==> config.mk <==
export PLATFORM = sky130hd
export DESIGN_NAME = systolic_result_drain
export DESIGN_NICKNAME = d
export VERILOG_FILES = /design/src/rtl/systolic_result_drain_pkg.sv /design/src/rtl/systolic_result_drain_buf.sv /design/src/rtl/systolic_result_drain.sv
export SDC_FILE = /design/constraint.sdc
export NUM_CORES = 1
export LEC_CHECK = 0
export ABC_AREA = 1
export BUFFER_PORTS_ARGS = -buffer_cell sky130_fd_sc_hd__buf_4
export CORE_MARGIN = 3
export CORE_UTILIZATION = 45
export CTS_BUF_LIST = sky130_fd_sc_hd__clkbuf_8 sky130_fd_sc_hd__clkbuf_16
export CTS_CLUSTER_DIAMETER = 40
export DETAILED_ROUTE_END_ITERATION = 8
export GPL_TIMING_DRIVEN = 0
export PLACE_DENSITY = 0.68
export SLEW_MARGIN = 20
export SYNTH_ARGS = -nofsm -noshare
export SYNTH_HDL_FRONTEND = slang
export SYNTH_SLANG_ARGS = --single-unit
==> constraint.sdc <==
create_clock -name clk -period 2.94 [get_ports clk]
set_clock_uncertainty 0.2 [all_clocks]
set_input_delay 0.588 -clock clk [delete_from_list [all_inputs] [get_ports clk]]
set_output_delay 0.588 -clock clk [all_outputs]
set_load 0.01 [all_outputs]
==> src/rtl/systolic_result_drain_pkg.sv <==
// Shared types and default sizes for the systolic result drain block.
package systolic_result_drain_pkg;

   localparam int N_DEF      = 4;
   localparam int DATA_W_DEF = 8;
   localparam int ADDR_W_DEF = 8;

   typedef enum logic [1:0] {
      IDLE,
      DRAIN,
      WRITE,
      DONE
   } state_e;

   typedef logic [N_DEF-1:0][DATA_W_DEF-1:0] row_t;

endpackage

==> src/rtl/systolic_result_drain_buf.sv <==
// NxN result register file: one column written per cycle, one row read out.
module systolic_result_buf #(
   parameter int N      = 4,
   parameter int DATA_W = 8,
   parameter int IW     = 2
) (
   input  logic                       clk,
   input  logic                       col_we,
   input  logic [IW-1:0]              col_idx,
   input  logic [N-1:0][DATA_W-1:0]   col_data,
   input  logic [IW-1:0]              rd_row,
   output logic [N-1:0][DATA_W-1:0]   rd_data
);

   logic [N-1:0][N-1:0][DATA_W-1:0] mem_q, mem_d;

   always_comb begin
      mem_d = mem_q;
      if (col_we) begin
         for (int r = 0; r < N; r++) mem_d[r][col_idx] = col_data[r];
      end
   end

   // Contents are don't-care after reset, so no reset term.
   always_ff @(posedge clk) mem_q <= mem_d;

   assign rd_data = mem_q[rd_row];

endmodule

==> src/rtl/systolic_result_drain.sv <==
// Drains an NxN systolic array column by column, then writes one row per SRAM word.
module systolic_result_drain
   import systolic_result_drain_pkg::*;
#(
   parameter int N      = N_DEF,
   parameter int DATA_W = DATA_W_DEF,
   parameter int ADDR_W = ADDR_W_DEF
) (
   input  logic                  clk,
   input  logic                  rstn,
   input  logic                  start,
   input  logic [ADDR_W-1:0]     base_addr,
   input  logic [DATA_W-1:0]     shift_out_0,
   input  logic [DATA_W-1:0]     shift_out_1,
   input  logic [DATA_W-1:0]     shift_out_2,
   input  logic [DATA_W-1:0]     shift_out_3,
   output logic                  OutputSign,
   output logic                  wr_valid,
   input  logic                  wr_ready,
   output logic [ADDR_W-1:0]     wr_addr,
   output logic [N*DATA_W-1:0]   wr_data,
   output logic                  busy,
   output logic                  done
);

   localparam int CW = $clog2(N + 1);
   localparam int IW = (N > 1) ? $clog2(N) : 1;

   state_e              state_q, state_d;
   logic [CW-1:0]       cnt_q, cnt_d;
   logic [IW-1:0]       row_q, row_d;
   logic [ADDR_W-1:0]   base_q, base_d;
   logic                os_q, os_d;
   logic                wv_q, wv_d;
   logic                done_q, done_d;
   logic                cap_we;
   logic [N-1:0][DATA_W-1:0] lane, rd_row_data;

   // Lane k of the array carries row k of the result.
   for (genvar k = 0; k < N; k++) begin : g_lane
      if (k == 0)      begin : g0 assign lane[k] = shift_out_0; end
      else if (k == 1) begin : g1 assign lane[k] = shift_out_1; end
      else if (k == 2) begin : g2 assign lane[k] = shift_out_2; end
      else if (k == 3) begin : g3 assign lane[k] = shift_out_3; end
      else             begin : gz assign lane[k] = '0; end
   end

   always_comb begin
      state_d = state_q;
      cnt_d   = cnt_q;
      row_d   = row_q;
      base_d  = base_q;
      cap_we  = 1'b0;
      case (state_q)
         IDLE: begin
            if (start) begin
               state_d = DRAIN;
               base_d  = base_addr;
               cnt_d   = '0;
            end
         end
         DRAIN: begin
            // Array output lags OutputSign by one cycle, so capture starts at count 1.
            cap_we = (cnt_q != '0);
            if (cnt_q == CW'(N)) begin
               state_d = WRITE;
               row_d   = '0;
            end else begin
               cnt_d = cnt_q + 1'b1;
            end
         end
         WRITE: begin
            if (wv_q && wr_ready) begin
               if (row_q == IW'(N - 1)) begin
                  state_d = DONE;
                  row_d   = '0;
               end else begin
                  row_d = row_q + 1'b1;
               end
            end
         end
         DONE: begin
            state_d = IDLE;
            cnt_d   = '0;
         end
         default: state_d = IDLE;
      endcase
      os_d   = (state_d == DRAIN) && (cnt_d < CW'(N));
      wv_d   = (state_d == WRITE);
      done_d = (state_d == DONE);
   end

   always_ff @(posedge clk or negedge rstn) begin
      if (!rstn) begin
         state_q <= IDLE;
         cnt_q   <= '0;
         row_q   <= '0;
         base_q  <= '0;
         os_q    <= 1'b0;
         wv_q    <= 1'b0;
         done_q  <= 1'b0;
      end else begin
         state_q <= state_d;
         cnt_q   <= cnt_d;
         row_q   <= row_d;
         base_q  <= base_d;
         os_q    <= os_d;
         wv_q    <= wv_d;
         done_q  <= done_d;
      end
   end

   systolic_result_buf #(
      .N      (N),
      .DATA_W (DATA_W),
      .IW     (IW)
   ) u_buf (
      .clk      (clk),
      .col_we   (cap_we),
      .col_idx  (IW'(cnt_q - 1'b1)),
      .col_data (lane),
      .rd_row   (row_q),
      .rd_data  (rd_row_data)
   );

   assign OutputSign = os_q;
   assign wr_valid   = wv_q;
   assign done       = done_q;
   assign busy       = (state_q != IDLE);
   assign wr_addr    = wv_q ? (base_q + ADDR_W'(row_q)) : '0;
   assign wr_data    = wv_q ? rd_row_data : '0;

endmodule

==> out/results.tsv, run 1 <==
metric	value	unit
dieArea	14800	µm²
synth_cell_types	23	
cpPeakStageDelay	0.46	ns
r2r_cells	6	
drive_gt1_share	23.3	%
wire_per_inst	18.1	µm
core_area	12900	µm²
cp.arrival	2.11	ns
path_cells	inv_2 -> clkbuf_1 -> o21ai_0 -> a21oi_1 -> buf_4	
cts_max_level	4	
dr.first_iter.drc_count	353	
synth_area	6030	µm²
drtAntennaViolNets	0	
ys_seq_elements	146	
initial_utilization	46.8	%
synthCells	522	
clk_pin_slew	0.06	ns
start_kind	flop	
insertion_delay	0.41	ns
cp_num_cells	5	
wl	14.8	mm
cts.sinks	146	
final_core_util	58.6	%
syn_avg_cell_area	11.6	µm²
cap_violations	0	
power.total	0.00679	W
num_rows	41	
critPathKind	reg -> out	
synth-edff-count	128	
cts_inserted_buffers	17	
vias	4284	
critical_path.endpoint	wr_data[6]	
seq_area	4300	µm²
firstDrtPassIters	7	
timing.critical_path.fanout_max	10	
io_buffer_count	86	
yosysWarnings	0	
peakVddDrop	0.494	mV
cp_top_family	buffers and inverters	
setup_violations	0	
io_pins	88	
cp_num_buf_inv	3	
cts_tree	yes	
min_period_over_period	98.4	%
grtUsageTotal	20.5	%
via_per_inst	5.26	
syn_nets	575	
r2r_start	cnt_q[0]	
overflow	0	
die_x	122	µm
rsz0062_at_grt	false	
slowest_stage	dfrtp_2	
ys.flop_type	edfxtp_1	
cp.required	2.15	ns
clock-root-buffer	clkbuf_16	
gp_congestion	0.824	
crit_start	row_q[0]	
max-clock-path-buffers	2	
area_growth	25.1	%
status	finished, final reports clean	
post-cts-setup-buffers	0	
hold_path.class	in -> reg	
final_nets	684	
tightest_slew	0.807	ns
stdcell_count	815	
synth-seq-area-share	71.2	%
dpl.hpwl	10.6	mm
powerDensity	900	nW/µm²
period_minus_slack	2.89	ns
relSlewSlack	46.1	%
die_height	122	µm
worst_setup_path_end_kind	output port	
dpl.cell_count	783	
yosys-top-cells-area	edfxtp_1 64%, nor2_1 9.0%, dfrtp_1 7.5%	
grt_pass1_vias	4345	
r2r_slack	0.71	ns
reg2reg_to	u_buf.mem_q[1]	
slew_viol_final	0	
synth_top_cell_by_area	edfxtp_1	
synth.top_cell.area_share	63.7	%
multi_input_area	1520	µm²
fmax	346	MHz
antenna_found_initial	0	
hold_viol_final	0	
grt_start_max_net_pins	35	
n_fill_cell	1056	
p_leak	3.00	nW
drc	0	
diodes	0	
grt_pass1_wl	22.3	mm
async_reset_ff_share	12.3	%
-- flip-flops by register name, indices dropped and copies added, names as in the netlist --
name / count
state_q: 2
wr_valid: 1
row_q: 2
base_q: 8
done: 1
cnt_q: 3
u_buf.mem_q: 128
OutputSign: 1
-- cells by family (layout without fill, tap and decap cells) --
| family | count (synthesis) | in the layout | share of synthesized area [%] |
|---|---|---|---|
| DFF | 146 | 146 | 71.2 |
| buffers and inverters | 53 | 174 | 4.02 |
| AOI/OAI and AO/OA | 107 | 107 | 8.92 |
| xor gates and xnor gates | 1 | 1 | 0.145 |
| and+or+nand+nor | 206 | 206 | 13.7 |
| adders and majority gates | 9 | 9 | 1.99 |
-- metrics by stage --
| stage | TNS, ns | hold slack [ns] | cell area, µm² | setup WS [ns] |
|---|---|---|---|---|
| floorplan | 0 | 0.0924 | 6030 | 0.161 |
| global route | 0 | 0.154 | 7540 | 0.000320 |
| CTS | 0 | 0.156 | 7530 | 0.00335 |
| detailed placement | 0 | 0.268 | 6990 | 0.426 |
| finish | 0 | 0.171 | 7540 | 0.0467 |
| global placement | -79.19 | 0.264 | 6890 | -0.892 |
-- where the power goes --
group | total [W] | switching, W | internal, W
combinational | 0.00201 | 0.00131 | 0.000696
sequential | 0.00286 | 0.000179 | 0.00268
clock | 0.00192 | 0.000789 | 0.00113
total | 0.00679 | 0.00228 | 0.00451
-- worst min path at each step --
stage	from	to	slack, ns	cells after the start
2_1_floorplan	rstn	OutputSign	0.09	0
3_3_place_gp	base_q[0]	base_q[0]	0.26	2
3_5_place_dp	rstn	OutputSign	0.27	1
4_1_cts	shift_out_2[4]	u_buf.mem_q[76]	0.16	1
5_1_grt	shift_out_2[6]	u_buf.mem_q[70]	0.15	1
6_report	shift_out_1[3]	u_buf.mem_q[43]	0.17	1
-- cell type report --
| type | instances | area share (%) |
|---|---|---|
| clock inverters | 14 | 1.33 |
| multi-input cells | 323 | 20.2 |
| repair buffers | 90 | 9.69 |
| well taps | 172 | 2.85 |
| flip-flops and latches | 146 | 57.0 |
| inverters | 27 | 1.34 |
| plain buffers | 26 | 2.04 |
| clock buffers | 17 | 5.64 |
-- routing by layer --
metal,global-route usage [%],routed length (µm),vias to the layer above
met3,5.48,1060,20
li1,-,-,2016
met5,0,0,-
met1,25.9,6090,2081
met4,5.74,188,0
met2,35.1,7420,167
-- layout by cell type (no fill, tap or decap) --
cell           synthesis  final
nor2_4                 3      6
fa_1                   1      1
xnor2_1                1      1
o31ai_1                1      1
inv_1                 23     24
clkbuf_16              0     17
inv_2                  3      3
clkbuf_2               1      9
buf_12                 0      1
edfxtp_1             128    128
buf_4                  1     87
a21oi_1               38     37
buf_2                  7      6
clkinvlp_4             0      4
dfrtp_2                0      2
a21oi_2                0      1
nand3_1               17     17
clkbuf_1              13      5
dlygate4sd3_1          0      1
clkinv_1               1      4
buf_6                  4      4
buf_16                 0      2
clkinv_2               0      5
nand2_4                1      1
nand2_1               39     39
o21ai_1               20     20
clkbuf_4               0      1
ha_1                   8      8
nand4_1                1      1
bufinv_16              0      1
nor2_1               145    142
dfrtp_1               18     16
o21ai_0               48     48
-- repair_timing --
item / in CTS / in global routing
pin swaps: 0 / 0
hold buffers: 1 / 0
setup endpoints to repair: 4 / 26
resized for setup: 2 / 16
hold endpoints to repair: 18 / 0
-- Yosys cell counts (3+ instances only) --
master    number
clkbuf_1      13
nor2_1       145
o21ai_1       20
nand2_1       39
buf_6          4
buf_2          7
dfrtp_1       18
edfxtp_1     128
nand3_1       17
o21ai_0       48
inv_2          3
ha_1           8
inv_1         23
nor2_4         3
a21oi_1       38
Note: power is estimated with default switching activity, not from simulation.
==> run 2: changes to the inputs <==
- PLACE_DENSITY: 0.68 -> 0.65
- clock period: 2.94 -> 3.1 ns (I/O delays scaled with it)
==> run 2 against run 1 <==
First-iteration DRC count down 14%. Hold slack better by 0.025 ns. Count of clock-buffer cells in the layout unchanged. Critical path depth unchanged. Flip-flop and latch count unchanged. Cell count up 0.12%. Via count down 1.3%.
==> out/results.tsv, run 2 (synthesized netlist as in run 1, its figures left out) <==
metric	value	unit	change
cts_inserted_buffers	17		unchanged
critPathKind	reg -> out		unchanged
stdcell_count	816		was 815
powerDensity	881	nW/µm²	was 900 nW/µm²
regMostFlops	u_buf.mem_q		unchanged
antenna_found_initial	0		unchanged
hold_viol_final	0		unchanged
setup_violations	0		unchanged
cap_violations	0		unchanged
p_leak	3.03	nW	was 3.00 nW
io_buffer_count	86		unchanged
rsz0062_at_grt	false		unchanged
drc	0		unchanged
cts_tree	yes		unchanged
dpl.hpwl	10.4	mm	was 10.6 mm
final_cell_mix	142 x nor2_1, 128 x edfxtp_1, 87 x buf_4, 48 x o21ai_0, 39 x nand2_1		unchanged
vias	4229		was 4284
insertion_delay	0.42	ns	was 0.41 ns
die_height	122	µm	unchanged
timing.critical_path.fanout_max	10		unchanged
area_growth	26.3	%	was 25.1%
max-clock-path-buffers	2		unchanged
r2r_start	cnt_q[0]		unchanged
mostFrequentLayoutCell	nor2_1		unchanged
post-cts-setup-buffers	0		unchanged
grt_start_max_net_pins	35		unchanged
cts_max_level	4		unchanged
start_kind	flop		unchanged
wire_per_inst	18.0	µm	was 18.1 µm
clk_pin_slew	0.06	ns	about the same
initial_utilization	46.8	%	unchanged
crit_start	row_q[0]		unchanged
wl	14.7	mm	was 14.8 mm
hold_path.class	in -> reg		unchanged
core_area	12900	µm²	unchanged
io_pins	88		unchanged
cts.sinks	146		unchanged
largestRegisters	u_buf.mem_q: 128 flops, base_q: 8 flops, cnt_q: 3 flops		unchanged
dpl.cell_count	783		unchanged
slew_viol_final	0		unchanged
relSlewSlack	44.8	%	was 46.1%
fmax	333	MHz	
worst_setup_path_end_kind	output port		unchanged
grt_pass1_vias	4244		was 4345
period_minus_slack	3.00	ns	
final_nets	684		unchanged
place_area	6990	µm²	unchanged
peakVddDrop	0.459	mV	was 0.494 mV
min_from	shift_out_2[1]		was shift_out_1[3]
largest_reg_flops	128		unchanged
clock-root-buffer	clkbuf_16		unchanged
overflow	0		unchanged
firstDrtPassIters	5		was 7
diodes	0		unchanged
grtUsageTotal	21.1	%	was 20.5%
cp.arrival	2.18	ns	was 2.11 ns
num_rows	41		unchanged
drive_gt1_share	22.2	%	was 23.3%
min_period_over_period	96.7	%	
dieArea	14800	µm²	unchanged
final_area	7620	µm²	was 7540 µm²
cp.required	2.28	ns	was 2.15 ns
dr.first_iter.drc_count	302		was 353
tightest_slew	0.828	ns	was 0.807 ns
die_x	122	µm	unchanged
status	finished, final reports clean		unchanged
gp_congestion	0.812		was 0.824
via_per_inst	5.18		was 5.26
grt_pass1_wl	22.8	mm	was 22.3 mm
drtAntennaViolNets	0		unchanged
-- run 2: worst paths after layout --
check | to | slack [ns] | depth (start not counted)
setup / recovery | wr_data[7] | 0.10 | 5
hold / removal | u_buf.mem_q[89] | 0.20 | 1
setup reg to reg | u_buf.mem_q[14] | 0.88 | 6
hold reg to reg | base_q[0] | 0.28 | 2
max in group asynchronous | base_q[7] | 2.11 | 2
min in group asynchronous | cnt_q[1] | 0.40 | 2
-- run 2: through the flow --
step | setup TNS [ns] | hold slack (ns) | worst slack [ns] | util (%) | total power (W)
5_1_grt | 0 | 0.179 | 0.00512 | 59.2 | 0.00709
2_1_floorplan | 0 | 0.124 | 0.321 | - | 0.00381
3_5_place_dp | 0 | 0.272 | 0.419 | 54.3 | 0.00462
6_report | 0 | 0.196 | 0.101 | 59.2 | 0.00672
3_3_place_gp | -58.09 | 0.260 | -0.633 | 53.5 | 0.00450
4_1_cts | 0 | 0.182 | 0.0945 | 59.2 | 0.00674
-- run 2: final cells by class --
type	count	area (µm²)
clock inverters	15	193
plain buffers	26	144
inverters	27	101
flip-flops and latches	146	4290
clock buffers	17	425
fillers	1026	5260
well taps	172	215
repair buffers	90	731
multi-input cells	323	1520
-- run 2: what timing repair did --
item                                   4_1_cts  5_1_grt
setup endpoints to repair                    1        2
pin swaps                                    0        0
resized for setup                            1        2
hold buffers                                 1        0
endpoints found under the hold margin       18        0
-- run 2: layer usage --
layer  global-route usage, %  wire (µm)  vias to the layer above  share of wire (%)
li1                        -          -                     2010                  -
met1                    27.9       6230                     2029                 42
met2                    34.3       7170                      166                 49
met3                    4.83        972                       24                6.6
met4                    8.05        306                        0                2.1
met5                       0          0                        -                  0
-- run 2: power breakdown --
part           total, W  switching (W)  internal (W)
registers       0.00271       0.000165       0.00254
clock network   0.00214       0.000801       0.00134
logic           0.00187        0.00122      0.000651
-- run 2: worst max-delay path, stage by stage, from the launching register on --
cell	delay [ns]
dfrtp_1	0.47
inv_2	0.19
clkbuf_1	0.40
o21ai_0	0.25
a21oi_1	0.28
buf_4	0.17
==> run 3: changes to the inputs <==
- SETUP_SLACK_MARGIN: unset -> 0.5
==> run 3 against run 2 <==
Combinational power is 14% higher. Routed wire length is 3.7% higher. Cell count is 1.1% higher. Sequential share of layout area is 1.9 points lower. Critical path depth stayed put. Via count is 2.2% higher. Hold slack better by 0.0017 ns. Critical endpoint unchanged. Largest power group unchanged.
==> out/results.tsv, run 3 (synthesized netlist as in run 1, its figures left out) <==
metric	value	unit	change
hold_path.class	in -> reg		unchanged
crit_start	row_q[0]		unchanged
wl	15.2	mm	was 14.7 mm
grtUsageTotal	21.6	%	was 21.1%
regMostFlops	u_buf.mem_q		unchanged
cp.arrival	1.95	ns	was 2.18 ns
die_x	122	µm	unchanged
clk_pin_slew	0.06	ns	about the same
drtAntennaViolNets	0		unchanged
peakVddDrop	0.459	mV	about the same
fmax	360	MHz	was 333 MHz
final_cell_mix	135 x nor2_1, 128 x edfxtp_1, 96 x buf_4, 41 x o21ai_0, 37 x nand2_1		was 142 x nor2_1, 128 x edfxtp_1, 87 x buf_4, 48 x o21ai_0, 39 x nand2_1
cts.sinks	146		unchanged
multi_input_area	1600	µm²	was 1520 µm²
drc	0		unchanged
critPathKind	reg -> out		unchanged
start_kind	flop		unchanged
powerDensity	885	nW/µm²	was 881 nW/µm²
final_nets	693		was 684
insertion_delay	0.42	ns	about the same
p_leak	3.12	nW	was 3.03 nW
gp_congestion	0.812		unchanged
grt_start_max_net_pins	35		unchanged
largestRegisters	u_buf.mem_q: 128 flops, base_q: 8 flops, cnt_q: 3 flops		unchanged
r2r_start	cnt_q[0]		unchanged
cts_inserted_buffers	17		unchanged
dieArea	14800	µm²	unchanged
cap_violations	0		unchanged
cts_tree	yes		unchanged
num_rows	41		unchanged
antenna_found_initial	0		unchanged
firstDrtPassIters	5		unchanged
reg2reg_to	u_buf.mem_q[14]		unchanged
io_buffer_count	86		unchanged
slew_viol_final	0		unchanged
period_minus_slack	2.77	ns	was 3.00 ns
whs	0.198	ns	was 0.196 ns
worst_setup_path_end_kind	output port		unchanged
diodes	0		unchanged
dpl.hpwl	10.4	mm	unchanged
io_pins	88		unchanged
r2r_cells	6		unchanged
hold_viol_final	0		unchanged
min_period_over_period	89.5	%	was 96.7%
wire_per_inst	18.4	µm	was 18.0 µm
timing.critical_path.fanout_max	10		unchanged
critical_path.endpoint	wr_data[7]		unchanged
dr.first_iter.drc_count	342		was 302
cts_max_level	4		unchanged
relSlewSlack	44.0	%	was 44.8%
status	finished, final reports clean		unchanged
cp.required	2.28	ns	about the same
drive_gt1_share	28.8	%	was 22.2%
overflow	0		unchanged
seq_area	4300	µm²	was 4290 µm²
via_per_inst	5.24		was 5.18
r2r_slack	0.89	ns	was 0.88 ns
largest_reg_flops	128		unchanged
clock-root-buffer	clkbuf_16		unchanged
mostFrequentLayoutCell	nor2_1		unchanged
tightest_slew	0.840	ns	was 0.828 ns
max-clock-path-buffers	2		unchanged
rsz0062_at_grt	true		was false
fin_tns_setup	0	ns	unchanged
n_fill_cell	1004		was 1026
grt_pass1_vias	4304		was 4244
initial_utilization	46.8	%	unchanged
vias	4322		was 4229
grt_pass1_wl	23.3	mm	was 22.8 mm
die_height	122	µm	unchanged
core_area	12900	µm²	unchanged
setup_violations	0		unchanged
area_growth	30.8	%	was 26.3%
[run 3: cell count changes in the layout (fill, tap and decap cells not counted), sizes merged]
cell      change
clkbuf        -4
clkinv        -1
buf          +13
clkinvlp      +1
[run 3: what timing repair did]
action,in CTS,in global routing
pin swaps,14,8
endpoints found under the hold margin,18,0
cloned,1,0
hold buffers,1,0
setup endpoints to repair,38,39
gates resized for setup,63,15
buffers inserted,7,1
[run 3: worst min path at each step]
stage / startpoint / slack [ns] / endpoint / cells after the start
CTS: shift_out_2[1] / 0.18 / u_buf.mem_q[65] / 1
global placement: base_q[0] / 0.26 / base_q[0] / 2
detailed placement: base_q[0] / 0.27 / base_q[0] / 2
finish: shift_out_2[1] / 0.20 / u_buf.mem_q[89] / 1
global route: shift_out_2[1] / 0.18 / u_buf.mem_q[81] / 1
floorplan: rstn / 0.12 / OutputSign / 0
[run 3: critical path, stage by stage (launching register included)]
cell and delay, ns:
dfrtp_2 0.47, inv_2 0.20, clkbuf_4 0.26, o21ai_0 0.17, a21oi_1 0.26, buf_4 0.17
[run 3: metrics by stage]
stage	cell area, µm²	worst slack, ns	instances	utilization (%)	power, W
4_1_cts	7850	0.369	824	60.9	0.00695
3_3_place_gp	6890	-0.633	780	53.5	0.00450
2_1_floorplan	6030	0.321	522	-	0.00381
6_report	7890	0.325	825	61.3	0.00698
3_5_place_dp	6990	0.419	783	54.3	0.00462
5_1_grt	7890	0.267	825	61.3	0.00736
[run 3: routing by layer]
layer	track usage [%]	share of wire [%]	vias up
met5	0	0	-
met4	8.19	2.4	0
met2	34.8	48	200
met3	5.39	7.2	30
met1	28.6	42	2055
li1	-	-	2037
[run 3: report_power, final]
group / internal (W) / total [W] / switching [W]
Clock: 0.00134 / 0.00213 / 0.000793
Combinational: 0.000823 / 0.00213 / 0.00131
Sequential: 0.00254 / 0.00272 / 0.000175
[run 3: layout make-up]
| class | count | area share [%] |
|---|---|---|
| clock buffer | 17 | 5.39 |
| buffer | 26 | 2.95 |
| multi-input combinational | 323 | 20.2 |
| sequential | 146 | 54.5 |
| inverter | 27 | 1.33 |
| clock inverter | 15 | 2.44 |
| timing repair buffer | 99 | 10.5 |
| tap | 172 | 2.73 |
